==> src/rtl/vm_ctrl_fsm_pkg.sv <==
// Shared types and constants for the vending-machine command sequencer.
// Holds the dp command codes, the FSM state codes, item prices and money units.
package vm_ctrl_fsm_pkg;

  localparam int unsigned CMD_W   = 2;
  localparam int unsigned STATE_W = 3;
  localparam int unsigned SEL_W   = 4;
  localparam int unsigned MONEY_W = 16;

  // Money is counted in eighths of a dollar.
  localparam int unsigned MONEY_UNITS_PER_DOLLAR = 8;
  localparam int unsigned ITEM_PRICE_A = 14;
  localparam int unsigned ITEM_PRICE_B = 12;
  localparam int unsigned ITEM_PRICE_C = 10;
  localparam int unsigned ITEM_PRICE_D = 8;

  typedef enum logic [CMD_W-1:0] {
    CMD_SITEM  = 2'b00,
    CMD_SMONEY = 2'b01,
    CMD_CLEAR  = 2'b10,
    CMD_START  = 2'b11
  } dp_cmd_e;

  typedef enum logic [STATE_W-1:0] {
    ST_INIT      = 3'd0,
    ST_COLLECT   = 3'd1,
    ST_VEND_ALL  = 3'd2,
    ST_VEND_KEEP = 3'd3,
    ST_REFUND    = 3'd4,
    ST_HOLD      = 3'd5
  } vm_state_e;

  typedef struct packed {
    logic buy;
    logic more;
    logic cancel;
  } key_t;

  // Command the dp must see while the FSM sits in a given state.
  function automatic dp_cmd_e cmd_of_state(input vm_state_e s);
    case (s)
      ST_COLLECT:   return CMD_START;
      ST_VEND_ALL:  return CMD_SMONEY;
      ST_REFUND:    return CMD_SMONEY;
      ST_VEND_KEEP: return CMD_SITEM;
      ST_HOLD:      return CMD_SITEM;
      default:      return CMD_CLEAR;
    endcase
  endfunction

endpackage

==> src/rtl/vm_ctrl_fsm_if.sv <==
// Panel/dp-facing signal bundle of the command sequencer.
// The master side drives keys and dp status; the slave side (the FSM) drives command and flags.
interface vm_ctrl_fsm_if;
  import vm_ctrl_fsm_pkg::*;

  logic                 in_key_buy;
  logic                 in_key_more;
  logic                 in_key_cancel;
  logic                 in_activity;
  logic [SEL_W-1:0]     in_csel;
  logic [MONEY_W-1:0]   in_change;
  logic [CMD_W-1:0]     out_cmd;
  logic [STATE_W-1:0]   out_state;
  logic                 out_busy;
  logic                 out_short;
  logic                 out_reject;

  modport master (
    output in_key_buy, in_key_more, in_key_cancel, in_activity, in_csel, in_change,
    input  out_cmd, out_state, out_busy, out_short, out_reject
  );

  modport slave (
    input  in_key_buy, in_key_more, in_key_cancel, in_activity, in_csel, in_change,
    output out_cmd, out_state, out_busy, out_short, out_reject
  );

endinterface

==> src/rtl/vm_ctrl_fsm_idle_timer.sv <==
// Clear/enable up-counter saturating at a run-time limit.
// expire_c flags the cycle whose increment reaches the limit.
module vm_ctrl_fsm_idle_timer #(
  parameter int unsigned W = 10
) (
  input  logic         clk,
  input  logic         rst,
  input  logic         clr,
  input  logic         en,
  input  logic [W-1:0] limit,
  output logic         expire_c
);

  logic [W-1:0] cnt;

  always_ff @(posedge clk or posedge rst) begin
    if (rst) begin
      cnt <= '0;
    end else if (clr) begin
      cnt <= '0;
    end else if (en && (cnt != limit)) begin
      cnt <= cnt + W'(1);
    end
  end

  assign expire_c = en && (cnt == (limit - W'(1)));

endmodule

==> src/rtl/vm_ctrl_fsm.sv <==
// Vending-machine command sequencer: panel keys in, 2-bit dp command stream out.
// Outputs are registered from the next state so command and state change on the same edge.
module vm_ctrl_fsm
  import vm_ctrl_fsm_pkg::*;
#(
  parameter int unsigned CLEAR_CYC   = 2,
  parameter int unsigned HOLD_CYC    = 4,
  parameter int unsigned TIMEOUT_CYC = 1000
) (
  input logic          in_clka,
  input logic          in_restart,
  vm_ctrl_fsm_if.slave bus
);

  localparam int unsigned DWELL_MAX = (CLEAR_CYC > HOLD_CYC) ? CLEAR_CYC : HOLD_CYC;
  localparam int unsigned DWELL_W   = $clog2(DWELL_MAX + 1);
  localparam int unsigned IDLE_W    = $clog2(TIMEOUT_CYC + 1);

  vm_state_e state_q, state_d;

  key_t   keys;
  logic   any_key, in_collect, sel_none, chg_neg, chg_zero, buy_ok, more_ok;
  logic   dwell_en, dwell_clr, dwell_exp_c;
  logic   [DWELL_W-1:0] dwell_limit;
  logic   idle_en, idle_clr, idle_exp_c, idle_timeout;

  dp_cmd_e cmd_c;
  logic    busy_c, short_c, reject_c;

  // Purchase qualifiers use only the sign bit and a zero test of the dp change.
  assign keys       = '{buy: bus.in_key_buy, more: bus.in_key_more, cancel: bus.in_key_cancel};
  assign any_key    = keys.buy || keys.more || keys.cancel;
  assign in_collect = (state_q == ST_COLLECT);
  assign sel_none   = (bus.in_csel == '0);
  assign chg_neg    = bus.in_change[MONEY_W-1];
  assign chg_zero   = (bus.in_change == '0);
  assign buy_ok     = !sel_none && !chg_neg;
  assign more_ok    = !sel_none && !chg_neg && !chg_zero;

  // One dwell counter serves both INIT and HOLD; it restarts on every state change.
  assign dwell_en    = (state_q == ST_INIT) || (state_q == ST_HOLD);
  assign dwell_clr   = (state_d != state_q);
  assign dwell_limit = (state_q == ST_HOLD) ? DWELL_W'(HOLD_CYC) : DWELL_W'(CLEAR_CYC);

  vm_ctrl_fsm_idle_timer #(.W(DWELL_W)) u_dwell (
    .clk      (in_clka),
    .rst      (in_restart),
    .clr      (dwell_clr),
    .en       (dwell_en),
    .limit    (dwell_limit),
    .expire_c (dwell_exp_c)
  );

  // Idle counter restarts on any panel action and whenever a timeout is not honoured.
  assign idle_en      = in_collect;
  assign idle_clr     = !in_collect || bus.in_activity || any_key || idle_exp_c;
  assign idle_timeout = idle_exp_c && !bus.in_activity && sel_none && !chg_zero;

  vm_ctrl_fsm_idle_timer #(.W(IDLE_W)) u_idle (
    .clk      (in_clka),
    .rst      (in_restart),
    .clr      (idle_clr),
    .en       (idle_en),
    .limit    (IDLE_W'(TIMEOUT_CYC)),
    .expire_c (idle_exp_c)
  );

  // State register plus registered outputs.
  always_ff @(posedge in_clka or posedge in_restart) begin
    if (in_restart) begin
      state_q        <= ST_INIT;
      bus.out_cmd    <= CMD_CLEAR;
      bus.out_state  <= ST_INIT;
      bus.out_busy   <= 1'b1;
      bus.out_short  <= 1'b0;
      bus.out_reject <= 1'b0;
    end else begin
      state_q        <= state_d;
      bus.out_cmd    <= cmd_c;
      bus.out_state  <= state_d;
      bus.out_busy   <= busy_c;
      bus.out_short  <= short_c;
      bus.out_reject <= reject_c;
    end
  end

  // Next-state logic; in COLLECT the priority is cancel > buy > more > timeout.
  always_comb begin
    state_d = state_q;
    case (state_q)
      ST_INIT: begin
        if (dwell_exp_c) state_d = ST_COLLECT;
      end
      ST_COLLECT: begin
        if (keys.cancel) begin
          if (sel_none) state_d = ST_REFUND;
        end else if (keys.buy) begin
          if (buy_ok) state_d = ST_VEND_ALL;
        end else if (keys.more) begin
          if (more_ok) state_d = ST_VEND_KEEP;
        end else if (idle_timeout) begin
          state_d = ST_REFUND;
        end
      end
      ST_VEND_ALL:  state_d = ST_HOLD;
      ST_REFUND:    state_d = ST_HOLD;
      ST_VEND_KEEP: state_d = ST_COLLECT;
      ST_HOLD: begin
        if (dwell_exp_c) state_d = ST_COLLECT;
      end
      default:      state_d = ST_INIT;
    endcase
  end

  // Output logic; refusal pulses only fire on cycles where the state holds.
  always_comb begin
    cmd_c    = cmd_of_state(state_d);
    busy_c   = (state_d != ST_COLLECT);
    short_c  = 1'b0;
    reject_c = 1'b0;
    if (in_collect) begin
      reject_c = keys.cancel && !sel_none;
      short_c  = !keys.cancel && ((keys.buy && !buy_ok) || (!keys.buy && keys.more && !more_ok));
    end
  end

endmodule

==> src/flat_wrapper.sv <==
// flat-port wrapper written by rule: the top's interface ports become plain ports
module vm_ctrl_fsm_flat import vm_ctrl_fsm_pkg::*;
#(
  parameter int unsigned CLEAR_CYC   = 2,
  parameter int unsigned HOLD_CYC    = 4,
  parameter int unsigned TIMEOUT_CYC = 1000
)
  (in_clka, in_restart, bus_in_key_buy, bus_in_key_more, bus_in_key_cancel, bus_in_activity, bus_in_csel, bus_in_change, bus_out_cmd, bus_out_state, bus_out_busy, bus_out_short, bus_out_reject);
  vm_ctrl_fsm_if bus_i ();
  input logic in_clka;
  input logic in_restart;
  input wire logic [$bits(bus_i.in_key_buy)-1:0] bus_in_key_buy;
  input wire logic [$bits(bus_i.in_key_more)-1:0] bus_in_key_more;
  input wire logic [$bits(bus_i.in_key_cancel)-1:0] bus_in_key_cancel;
  input wire logic [$bits(bus_i.in_activity)-1:0] bus_in_activity;
  input wire logic [$bits(bus_i.in_csel)-1:0] bus_in_csel;
  input wire logic [$bits(bus_i.in_change)-1:0] bus_in_change;
  output wire logic [$bits(bus_i.out_cmd)-1:0] bus_out_cmd;
  output wire logic [$bits(bus_i.out_state)-1:0] bus_out_state;
  output wire logic [$bits(bus_i.out_busy)-1:0] bus_out_busy;
  output wire logic [$bits(bus_i.out_short)-1:0] bus_out_short;
  output wire logic [$bits(bus_i.out_reject)-1:0] bus_out_reject;
  assign bus_i.in_key_buy = bus_in_key_buy;
  assign bus_i.in_key_more = bus_in_key_more;
  assign bus_i.in_key_cancel = bus_in_key_cancel;
  assign bus_i.in_activity = bus_in_activity;
  assign bus_i.in_csel = bus_in_csel;
  assign bus_i.in_change = bus_in_change;
  assign bus_out_cmd = bus_i.out_cmd;
  assign bus_out_state = bus_i.out_state;
  assign bus_out_busy = bus_i.out_busy;
  assign bus_out_short = bus_i.out_short;
  assign bus_out_reject = bus_i.out_reject;
  vm_ctrl_fsm #(.CLEAR_CYC(CLEAR_CYC), .HOLD_CYC(HOLD_CYC), .TIMEOUT_CYC(TIMEOUT_CYC)) u_core (.in_clka(in_clka), .in_restart(in_restart), .bus(bus_i));
endmodule
==> config.mk <==
export PLATFORM = sky130hd
export DESIGN_NAME = vm_ctrl_fsm_flat
export DESIGN_NICKNAME = d
export VERILOG_FILES = /design/src/rtl/vm_ctrl_fsm_pkg.sv /design/src/rtl/vm_ctrl_fsm_if.sv /design/src/rtl/vm_ctrl_fsm_idle_timer.sv /design/src/rtl/vm_ctrl_fsm.sv /design/src/flat_wrapper.sv
export SDC_FILE = /design/constraint.sdc
export NUM_CORES = 1
export LEC_CHECK = 0
export ABC_AREA = 1
export CAP_MARGIN = 0
export CELL_PAD_IN_SITES_DETAIL_PLACEMENT = 1
export CELL_PAD_IN_SITES_GLOBAL_PLACEMENT = 2
export CORE_UTILIZATION = 28
export CTS_CLUSTER_DIAMETER = 150
export CTS_CLUSTER_SIZE = 20
export DETAILED_ROUTE_END_ITERATION = 6
export PLACE_DENSITY_LB_ADDON = 0.1
export SYNTH_ARGS = -nofsm -noshare
export SYNTH_HDL_FRONTEND = slang
export SYNTH_SLANG_ARGS = --single-unit
==> constraint.sdc <==
create_clock -name in_clka -period 3.6 [get_ports in_clka]
set_input_delay 1.08 -clock in_clka [delete_from_list [all_inputs] [get_ports in_clka]]
set_output_delay 1.08 -clock in_clka [all_outputs]
set_load 0.02 [all_outputs]
==> results of run 1 <==
## power by group through the flow
stage / clock network, mW / registers, mW / logic, mW
6_report: 0.161 / 0.330 / 0.444
5_1_grt: 0.178 / 0.338 / 0.501
4_1_cts: 0.169 / 0.332 / 0.452
3_5_place_dp: 0 / 0.335 / 0.450
3_3_place_gp: 0 / 0.333 / 0.438
2_1_floorplan: 0 / 0.368 / 0.246
## kinds of logic after synthesis
group / Yosys count / share of synthesized area (%)
flops: 21 / 39.4
compound gates: 22 / 9.51
simple gates: 109 / 37.2
buf+inv: 35 / 9.80
xor+xnor: 2 / 1.31
fa+ha+maj: 3 / 2.80
## cell usage after synthesis
master    count  area [sq um]
dfstp_2       2          52.6
or2_4         1          8.76
a211oi_1      2          15.0
and3_1        1          6.26
nor2_2        1          6.26
xor2_1        2          17.5
nand2_1      41           154
nor4_4        1          21.3
a31oi_1       2          12.5
inv_2         7          26.3
a21oi_1      10          50.1
nand4_1       2          12.5
o21bai_1      1          7.51
o21ai_1       2          10.0
dfrtp_1      19           475
nor3_1        3          15.0
nor2_4        2          22.5
ha_1          3          37.5
nor2_1       38           143
nor4_1        1          6.26
nand3_1      13          65.1
nand2_2       3          18.8
o21ai_0       3          15.0
inv_1        28           105
o21ai_2       2          17.5
nand3_2       2          20.0
## metal layers
layer / global-route usage [%] / wire length, um / share of wire [%]
met1: 19.4 / 1620 / 43
met2: 31.5 / 2000 / 53
met3: 2.53 / 88 / 2.4
met4: 5.11 / 26 / 0.70
met5: 0 / 0 / 0
## flip-flops by register name (all words and copies together), names as in the netlist
name,count
u_core.bus.out_busy,1
u_core.bus.out_cmd,2
u_core.bus.out_reject,1
u_core.bus.out_short,1
u_core.bus.out_state,3
u_core.u_dwell.cnt,3
u_core.u_idle.cnt,10
## how the worst max path moves through the flow
stage                                 start                    end  slack (ns)  depth (start not counted)
floorplan                    bus_in_csel[1]  u_core.bus.out_cmd[0]        1.51                         14
global placement             bus_in_csel[0]  u_core.u_dwell.cnt[0]        0.90                         14
detailed placement           bus_in_csel[0]  u_core.bus.out_cmd[0]        0.82                         12
CTS                 u_core.bus.out_state[2]       bus_out_state[2]        1.06                          1
global route                 bus_in_csel[1]  u_core.u_dwell.cnt[2]        0.92                         14
finish              u_core.bus.out_state[2]       bus_out_state[2]        1.08                          1
## metrics by stage
step,area (sq um),worst slack [ns],hold slack (ns),util [%]
after global routing,1780,0.917,0.609,39.8
after detailed placement,1740,0.816,0.571,38.8
after floorplan,1340,1.51,0.521,-
after global placement,1740,0.899,0.549,38.8
after CTS,1780,1.06,0.590,39.8
final,1780,1.08,0.580,39.8
## final cells by class
type                            count  share of cell area [%]
Multi-Input combinational cell    136                    38.2
Tap cell                           52                    3.65
Timing Repair Buffer               33                    18.5
Sequential cell                    21                    29.6
Clock buffer                        3                    2.32
Inverter                           35                    7.37
Clock inverter                      1                   0.281
==> qor.yml, run 1 <==
drc: 1
count_of_h_tree_levels_built_during_cts: 1
worst_hold_path.endpoint: "u_core.u_idle.cnt[2]"
synthesis.yosys.warnings: 0
diodes: 0
cap_viol_max_count: 0
finalClockSkew_ns: 0.00434
crit_chain: "clkdlybuf4s50_1"
design.final.nets: 259
path_max_fanout: 6
final_hold_viol_count: 0
routed_wire_length_per_instance_um: 13.3
final_antenna_net_count: 0
detail_route.first_pass.iterations: 6
hold_path_class: "register to register"
maximum_vdd_ir_drop_mv: 0.292
status: "finished, violations left"
num_rows: 24
io_buffer_count: 33
leakagePower_nw: 0.780
area_of_combinational_cells_with_multiple_inputs_sq_um: 682
post_cts_resized: 0
critical_path.startpoint_type: "register"
setup-violations-final: 0
grt.overflow.total: 0
non_filler_instance_count_after_layout: 281
place_inst: 277
layout.filler_cells: 571
drive_above_1_share_pct: 10.9
cts_sinks: 21
netlist_area_sq_mm: 0.00134
tritoncts: "done"
comb_power_share_pct: 47.5
critPathKind: "register to primary output"
syn-instance-count: 192
most-common-layout-cells: "nand2_1 (41), nor2_1 (38), clkdlybuf4s50_1 (33), inv_1 (28), dfrtp_1 (19)"
setup_tns_ns: 0
critical_path.reg2reg.startpoint: "u_core.bus.out_state[1]"
sw_frac_of_total_pct: 42.2
critPathRequiredTime_ns: 2.52
timing.reg2reg.setup_slack_ns: 1.83
dieWidth_um: 71.2
intPower_uw: 541
floorplan.die_area_sq_mm: 0.00507
max_stage_delay_ns: 0.67
worstSkewPairLatency_ns: 0.26
number_of_library_cell_types_mapped_by_synthesis: 26
io_pins: 34
synth_area_per_cell_sq_um: 6.99
slowest_stage: "clkdlybuf4s50_1"
dp_hpwl_um: 3100
maximum_clock_rate_mhz: 396
rsz0062_at_grt: "no"
postCtsSetupRepairBufs: 0
rr_worst_depth: 10
worstReg2RegEnd: "u_core.u_idle.cnt[0]"
grt_first_pass_wirelength_um: 6640
detail_route.wirelength_um: 3740
grt_max_degree: 22
num_vias: 1331
synth_sequential_area_ratio_pct: 39.4
timing.final.crit_period_ns: 2.52
min_delay_path_depth: 2
clk_pin_slew_worst_paths_ns: 0.08
clock_tree_buf_depth: 2
grt.total_usage_pct: 16.7
share_clk_of_total_power_pct: 17.2
postSynthNetCount: 221
initial_utilization_pct: 30.0
power.total_uw: 936
worst_ep_arrival_time_ns: 1.44
min_period_over_period_pct: 70.1
slew_viol_final: 0
power.share.sequential_pct: 35.3
detailedRoute.firstIterationViolations: 44
sequential_cell_area_sq_um: 528
timing.hold.worst.start: "u_core.u_idle.cnt[2]"
pwr_density_cell_mw_per_mm2: 525
design.core.area_sq_mm: 0.00447
critPathTopFamily: "buffers and inverters"
failed_checks: "DRC"
cts-buffers-inserted: 3
area_delta_synth_final_pct: 32.9
grt_antenna_before_repair: 0
power_switching_uw: 395
mostFrequentLayoutCell: "nand2_1"
postSynthRegisterBits: 21
cp-end-kind: "primary output"
cp.buffers_inverters: 1
fp.dieH_um: 71.2
per_cell_via_count_in_the_routed_design: 4.74
postCtsHoldBufs: 0
first_global_vias: 1480
clockRootBuffer: "clkbuf_8"
routabilityCongestion: 0.772
max_slew_margin_pct: 43.0
max_slew.worst_pin.slew_ns: 0.854
Power figures use the tool's default switching activity.
==> inputs of run 2 (changes only) <==
CORE_UTILIZATION = 26   (was 28)
clock period = 2.62 ns   (was 3.6 ns; I/O delays follow)
==> run 2 against run 1 <==
- final area up 1.5%
- first-iteration DRC count grew 30%
- non-clock buffer count rose by 1
- combinational power rose by 37%
- the flow now finishes without violations
- worst setup slack worse by 0.67 ns
- global-route usage is 2.4 points lower
- register-to-register slack worse by 0.98 ns
- sequential power up 38%
- sequential share of layout area fell by 0.43 points
==> qor.yml, run 2 (same netlist as run 1, synthesis figures left out) <==
rsz0062_at_grt: "no"
setup-violations-final: 0  # unchanged
timing.final.crit_period_ns: 2.21
worstSkewPairLatency_ns: 0.26  # about the same
min_period_over_period_pct: 84.5
cts_sinks: 21  # unchanged
critPathKind: "register to primary output"
path_max_fanout: 6  # unchanged
final_hold_viol_count: 0  # unchanged
initial_utilization_pct: 27.7  # -2.3 points
finalWorstSetupSlack_ns: 0.406  # -0.671 ns
non_filler_instance_count_after_layout: 297  # +5.7%
dieWidth_um: 73.8  # +3.7%
max_slew_margin_pct: 78.1  # +35 points
crit_chain: "clkdlybuf4s50_1"
grt_first_pass_wirelength_um: 6050  # -8.8%
detail_route.first_pass.iterations: 4  # -2
detailedPlace.worstSlack_ns: 0.124  # -0.692 ns
critical_path.startpoint_type: "register"
grt_antenna_before_repair: 0  # unchanged
layout.core_utilization_pct: 37.3  # -2.5 points
leakagePower_nw: 0.785  # +0.62%
critPathRequiredTime_ns: 1.83  # -0.69 ns
maximum_clock_rate_mhz: 452
postCtsSetupRepairBufs: 0  # unchanged
setup_tns_ns: 0  # unchanged
grt.total_usage_pct: 14.4  # -2.4 points
grt_max_degree: 22  # unchanged
max_stage_delay_ns: 0.67  # about the same
detail_route.wirelength_um: 3650  # -2.4%
hold_path_class: "register to register"
maximum_vdd_ir_drop_mv: 0.378  # +30%
cts-buffers-inserted: 3  # unchanged
design.final.nets: 260  # +0.39%
area_of_combinational_cells_with_multiple_inputs_sq_um: 682  # unchanged
drive_above_1_share_pct: 11.3  # +0.39 points
floorplan.die_area_sq_mm: 0.00545  # +7.5%
dp_hpwl_um: 3070  # -0.93%
largest_reg_flops: 10  # unchanged
routabilityCongestion: 0.767  # -0.60%
drc: 0  # -1
num_rows: 25  # +4.2%
clk_pin_slew_worst_paths_ns: 0.08  # about the same
clockRootBuffer: "clkbuf_8"
num_vias: 1321  # -0.75%
diodes: 0  # unchanged
tritoncts: "done"
place_inst: 293  # +5.8%
cp-end-kind: "primary output"
first_global_vias: 1419  # -4.1%
status: "completed"
pwr_density_cell_mw_per_mm2: 708  # +35%
routed_wire_length_per_instance_um: 12.3  # -7.6%
post_cts_resized: 0  # unchanged
per_cell_via_count_in_the_routed_design: 4.45  # -6.1%
io_pins: 34  # unchanged
clock_tree_buf_depth: 2  # unchanged
io_buffer_count: 33  # unchanged
slowest_stage: "clkdlybuf4s50_1"
slew_viol_final: 0  # unchanged
register_bank_with_the_most_flops: "u_core.u_idle.cnt"
design.core.area_sq_mm: 0.00485  # +8.4%
fp.dieH_um: 73.8  # +3.7%
finalClockSkew_ns: 0.00484  # +0.000507 ns
most-common-layout-cells: "nand2_1 (41), nor2_1 (38), clkdlybuf4s50_1 (33), inv_1 (28), dfrtp_1 (19)"
grt.overflow.total: 0  # unchanged
biggestRegsByFlops: "u_core.u_idle.cnt: 10 flops, u_core.bus.out_state: 3 flops, u_core.u_dwell.cnt: 3 flops"
worst_ep_arrival_time_ns: 1.43  # about the same
critPathTopFamily: "buffers and inverters"
count_of_h_tree_levels_built_during_cts: 1  # unchanged
area_delta_synth_final_pct: 34.9
layout.filler_cells: 608  # +6.5%
detailedRoute.firstIterationViolations: 57  # +30%
max_slew.worst_pin.slew_ns: 0.328  # -0.526 ns
cap_viol_max_count: 0  # unchanged
final_antenna_net_count: 0  # unchanged
sequential_cell_area_sq_um: 528  # unchanged
mostFrequentLayoutCell: "nand2_1"
postCtsHoldBufs: 0  # unchanged
cp.buffers_inverters: 1  # unchanged
==> run 2: cell count changes in the layout (fill, tap and decap cells not counted), sizes merged <==
cell | previous run | this run
buf | 0 | 1
==> run 2: worst min-delay path, delay by kind of cell (launching register included) <==
kind,cells,cell delay (ns)
compound gates,1,0.05
flops,1,0.40
simple gates,1,0.09
==> run 2: final cells by class <==
type / count / share of cell area (%)
Inverter: 35 / 7.26
Timing Repair Buffer: 34 / 18.7
Clock buffer: 3 / 2.28
Clock inverter: 1 / 0.277
Sequential cell: 21 / 29.2
Multi-Input combinational cell: 136 / 37.7
Tap cell: 67 / 4.63
==> run 2: power breakdown <==
part | switching (mW) | internal (mW) | total [mW]
Sequential | 0.0613 | 0.393 | 0.454
Combinational | 0.365 | 0.245 | 0.610
Clock | 0.111 | 0.106 | 0.217
==> run 2: worst paths after layout <==
check	from	to	slack (ns)	cells after the start
max	u_core.bus.out_state[2]	bus_out_state[2]	0.41	1
min	u_core.u_idle.cnt[2]	u_core.u_idle.cnt[2]	0.58	2
max reg2reg	u_core.bus.out_state[1]	u_core.u_dwell.cnt[0]	0.85	12
min reg2reg	u_core.u_idle.cnt[2]	u_core.u_idle.cnt[2]	0.58	2
max in group asynchronous	in_restart	u_core.bus.out_busy	1.48	3
min in group asynchronous	in_restart	u_core.u_dwell.cnt[1]	0.86	3
==> run 2: metrics by stage <==
step	area (sq um)	hold slack (ns)	power [mW]
floorplan	1340	0.521	0.844
finish	1810	0.578	1.28
global route	1810	0.617	1.38
CTS	1810	0.585	1.31
global placement	1760	0.552	1.06
detailed placement	1760	0.569	1.08
==> run 2: routing by layer <==
| layer | part of all wire, % | wire length (um) | global-route usage [%] | vias up |
|---|---|---|---|---|
| met5 | 0 | 0 | 0 | - |
| met4 | 0.69 | 25 | 3.85 | 0 |
| met3 | 2.4 | 88 | 1.37 | 2 |
| met2 | 52 | 1910 | 27.9 | 16 |
| met1 | 45 | 1620 | 16.4 | 627 |
| li1 | - | - | - | 676 |
==> RTL change, RTL diff (flow settings as in run 2) <==
`TIMEOUT_CYC` is set to 1000 in 2 places; all go to 4000.
--- a/src/rtl/vm_ctrl_fsm.sv
+++ b/src/rtl/vm_ctrl_fsm.sv
@@ -7,3 +7,3 @@
   parameter int unsigned HOLD_CYC    = 4,
-  parameter int unsigned TIMEOUT_CYC = 1000
+  parameter int unsigned TIMEOUT_CYC = 4000
 ) (
--- a/src/flat_wrapper.sv
+++ b/src/flat_wrapper.sv
@@ -5,3 +5,3 @@
   parameter int unsigned HOLD_CYC    = 4,
-  parameter int unsigned TIMEOUT_CYC = 1000
+  parameter int unsigned TIMEOUT_CYC = 4000
 )
Formal check against the unedited RTL: same outputs for any inputs over 10 cycles, from zero or initial values; that may be too few to reach the edited logic, so the function may still have changed.
==> RTL change against run 2 <==
  * Clock power grew 4%
  * Power shrank 5.3%
  * Sequential share of layout area increased by 0.74 points
  * Sequential cell count up 2
  * Combinational power fell by 13%
  * Wire length is 5.2% higher
  * Count of clock-buffer cells in the layout did not move
  * Cell area rose by 6.8%
  * Area after synthesis is 6.6% higher
  * Synthesized cell count rose by 6.8%
  * Setup slack worse by 0.086 ns
  * Critical path type unchanged
  * Highest routed layer unchanged
==> RTL change: results (changes against run 2) <==
GRT
  – Total GRT Usage: 14.77% (+0.42 points)
  – Vias in the first global route: 1512 (+6.6%)
  – Grt ovf: 0 (unchanged)
  – First-pass GRT wire length: 6955 um (+15%)
  – Largest net degree at the start of global routing: 24 (+9.1%)

Placement
  – Port buffer count: 33 (unchanged)
  – GPL Wtd Cong: 0.7601 (-0.90%)
  – Placed Area: 1886 sq um (+7.0%)
  – HPWL after DPL: 3104 um (+1.2%)

Synthesis
  – Cells taking the most area after synthesis: dfrtp_1 37%, nand2_1 12%, inv_1 8.9%
  – Sequential element share of the synthesized area: 40.42% (+1.1 points)
  – Synth warn: 0 (unchanged)
  – Synth unique cells: 22 (-15%)
  – Synth top cells by count: 45 x nand2_1, 34 x inv_1, 31 x nor2_1
  – Syn nets: 234 (+5.9%)
  – Primary FF master, synth: dfrtp_1

Clocking
  – Worst-Skew Late Latency: 0.26 ns (about the same)
  – Post-CTS setup buffers: 0 (unchanged)
  – Clock Root Buffer: clkbuf_8
  – Clock Tree Buf Depth: 2 (unchanged)
  – Clock transition at the registers of the reported paths: 0.09 ns
  – Cts bufs inserted: 3 (unchanged)

Worst setup path
  – Worst reg-to-reg path cell count: 15 (+3)
  – FF-to-FF setup slack: 0.63 ns (-0.22 ns)
  – CP max-delay cell: clkdlybuf4s50_1
  – Crit path max-delay family: buffers and inverters
  – Crit path largest cell delay: 0.68 ns
  – R2R Path End: u_core.u_dwell.cnt[2]
  – Worst-path maximum fanout: 7 (+1)
  – WP data arrival: 1.51 ns (+0.08 ns)
  – Critical R2R Launch: u_core.u_idle.cnt[0]
  – Critical Path Source Type: register

Pwr
  – P_leak: 0.8495 nW (+8.3%)
  – Peak VDD IR: 0.2248 mV (-41%)

Timing
  – Clock Skews: 0.002111 ns (-0.002732 ns)
  – Slew headroom: 60.75% (-17 points)

Hold path
  – Hold endpoint: u_core.u_idle.cnt[11]
  – Worst hold path startpoint: u_core.u_idle.cnt[11]

Routing
  – WL/cell: 12.11 um (-1.4%)
  – Drt pass-1 iters: 4 (unchanged)
  – Drt initial violations: 49 (-14%)
  – Vias post-DR: 1401 (+6.1%)

Final layout
  – FILL cells: 676 (+11%)
  – Fraction of layout cells with a size suffix above 1: 9.717% (-1.6 points)
  – # nets final: 277 (+6.5%)
  – Regs by FF count: u_core.u_idle.cnt (12), u_core.bus.out_state (3), u_core.u_dwell.cnt (3)
  – Antenna Cells: 0 (unchanged)

Outcome
  – Outcome: finished clean
==> RTL change: layer usage <==
layer	vias to the layer above	routed length [um]	global-route usage, %
met2	33	1716	24.09
met4	0	18	1.923
met1	629	1926	20.34
li1	737	-	-
met5	-	0	0
met3	2	177	3.473
==> RTL change: final cells by class <==
type                            instances  area, sq um  area share [%]
Inverter                               36        135.1           6.995
Clock inverter                          1        5.005          0.2591
Clock buffer                            3        41.29           2.137
Timing Repair Buffer                   38        367.9           19.04
Multi-Input combinational cell        146        716.9           37.11
Tap cell                               70        87.58           4.534
Sequential cell                        23        578.1           29.92
==> RTL change: worst max-delay path by stage <==
stage                                  to  cells after the start  slack [ns]                     from
global placement    u_core.u_dwell.cnt[2]                     13        0.09           bus_in_csel[1]
global route        u_core.u_dwell.cnt[0]                     13        0.14           bus_in_csel[0]
floorplan           u_core.u_dwell.cnt[0]                     12        0.61           bus_in_csel[1]
finish                   bus_out_state[2]                      1        0.32  u_core.bus.out_state[2]
CTS                      bus_out_state[2]                      1        0.31  u_core.bus.out_state[2]
detailed placement  u_core.u_dwell.cnt[2]                     13        0.05           bus_in_csel[0]
==> RTL change: power by group <==
part | internal, W | switching [W]
clock | 0.000106 | 0.000120
combinational | 0.000212 | 0.000316
sequential | 0.000411 | 0.0000473
==> RTL change: through the flow <==
step | instances | worst slack [ns] | power [W] | hold slack [ns] | utilization, %
after floorplan | 205 | 0.6142 | 0.0008007 | 0.5030 | -
after global placement | 313 | 0.09171 | 0.001006 | 0.5284 | 36.23
after detailed placement | 313 | 0.04618 | 0.001003 | 0.5298 | 36.23
after CTS | 317 | 0.3145 | 0.001235 | 0.5458 | 37.12
after global routing | 317 | 0.1370 | 0.001327 | 0.5812 | 37.12
final | 317 | 0.3198 | 0.001212 | 0.5456 | 37.12
==> RTL change: kinds of logic (layout without fill, tap and decap cells) <==
group           count (synthesis)  in the layout  synth area share (%)
simple gates                  110            110                 35.17
buf+inv                        36             78                 9.449
compound gates                 32             32                 11.72
flops                          23             23                 40.42
fa+ha+maj                       3              3                 2.625
xor+xnor                        1              1                0.6125
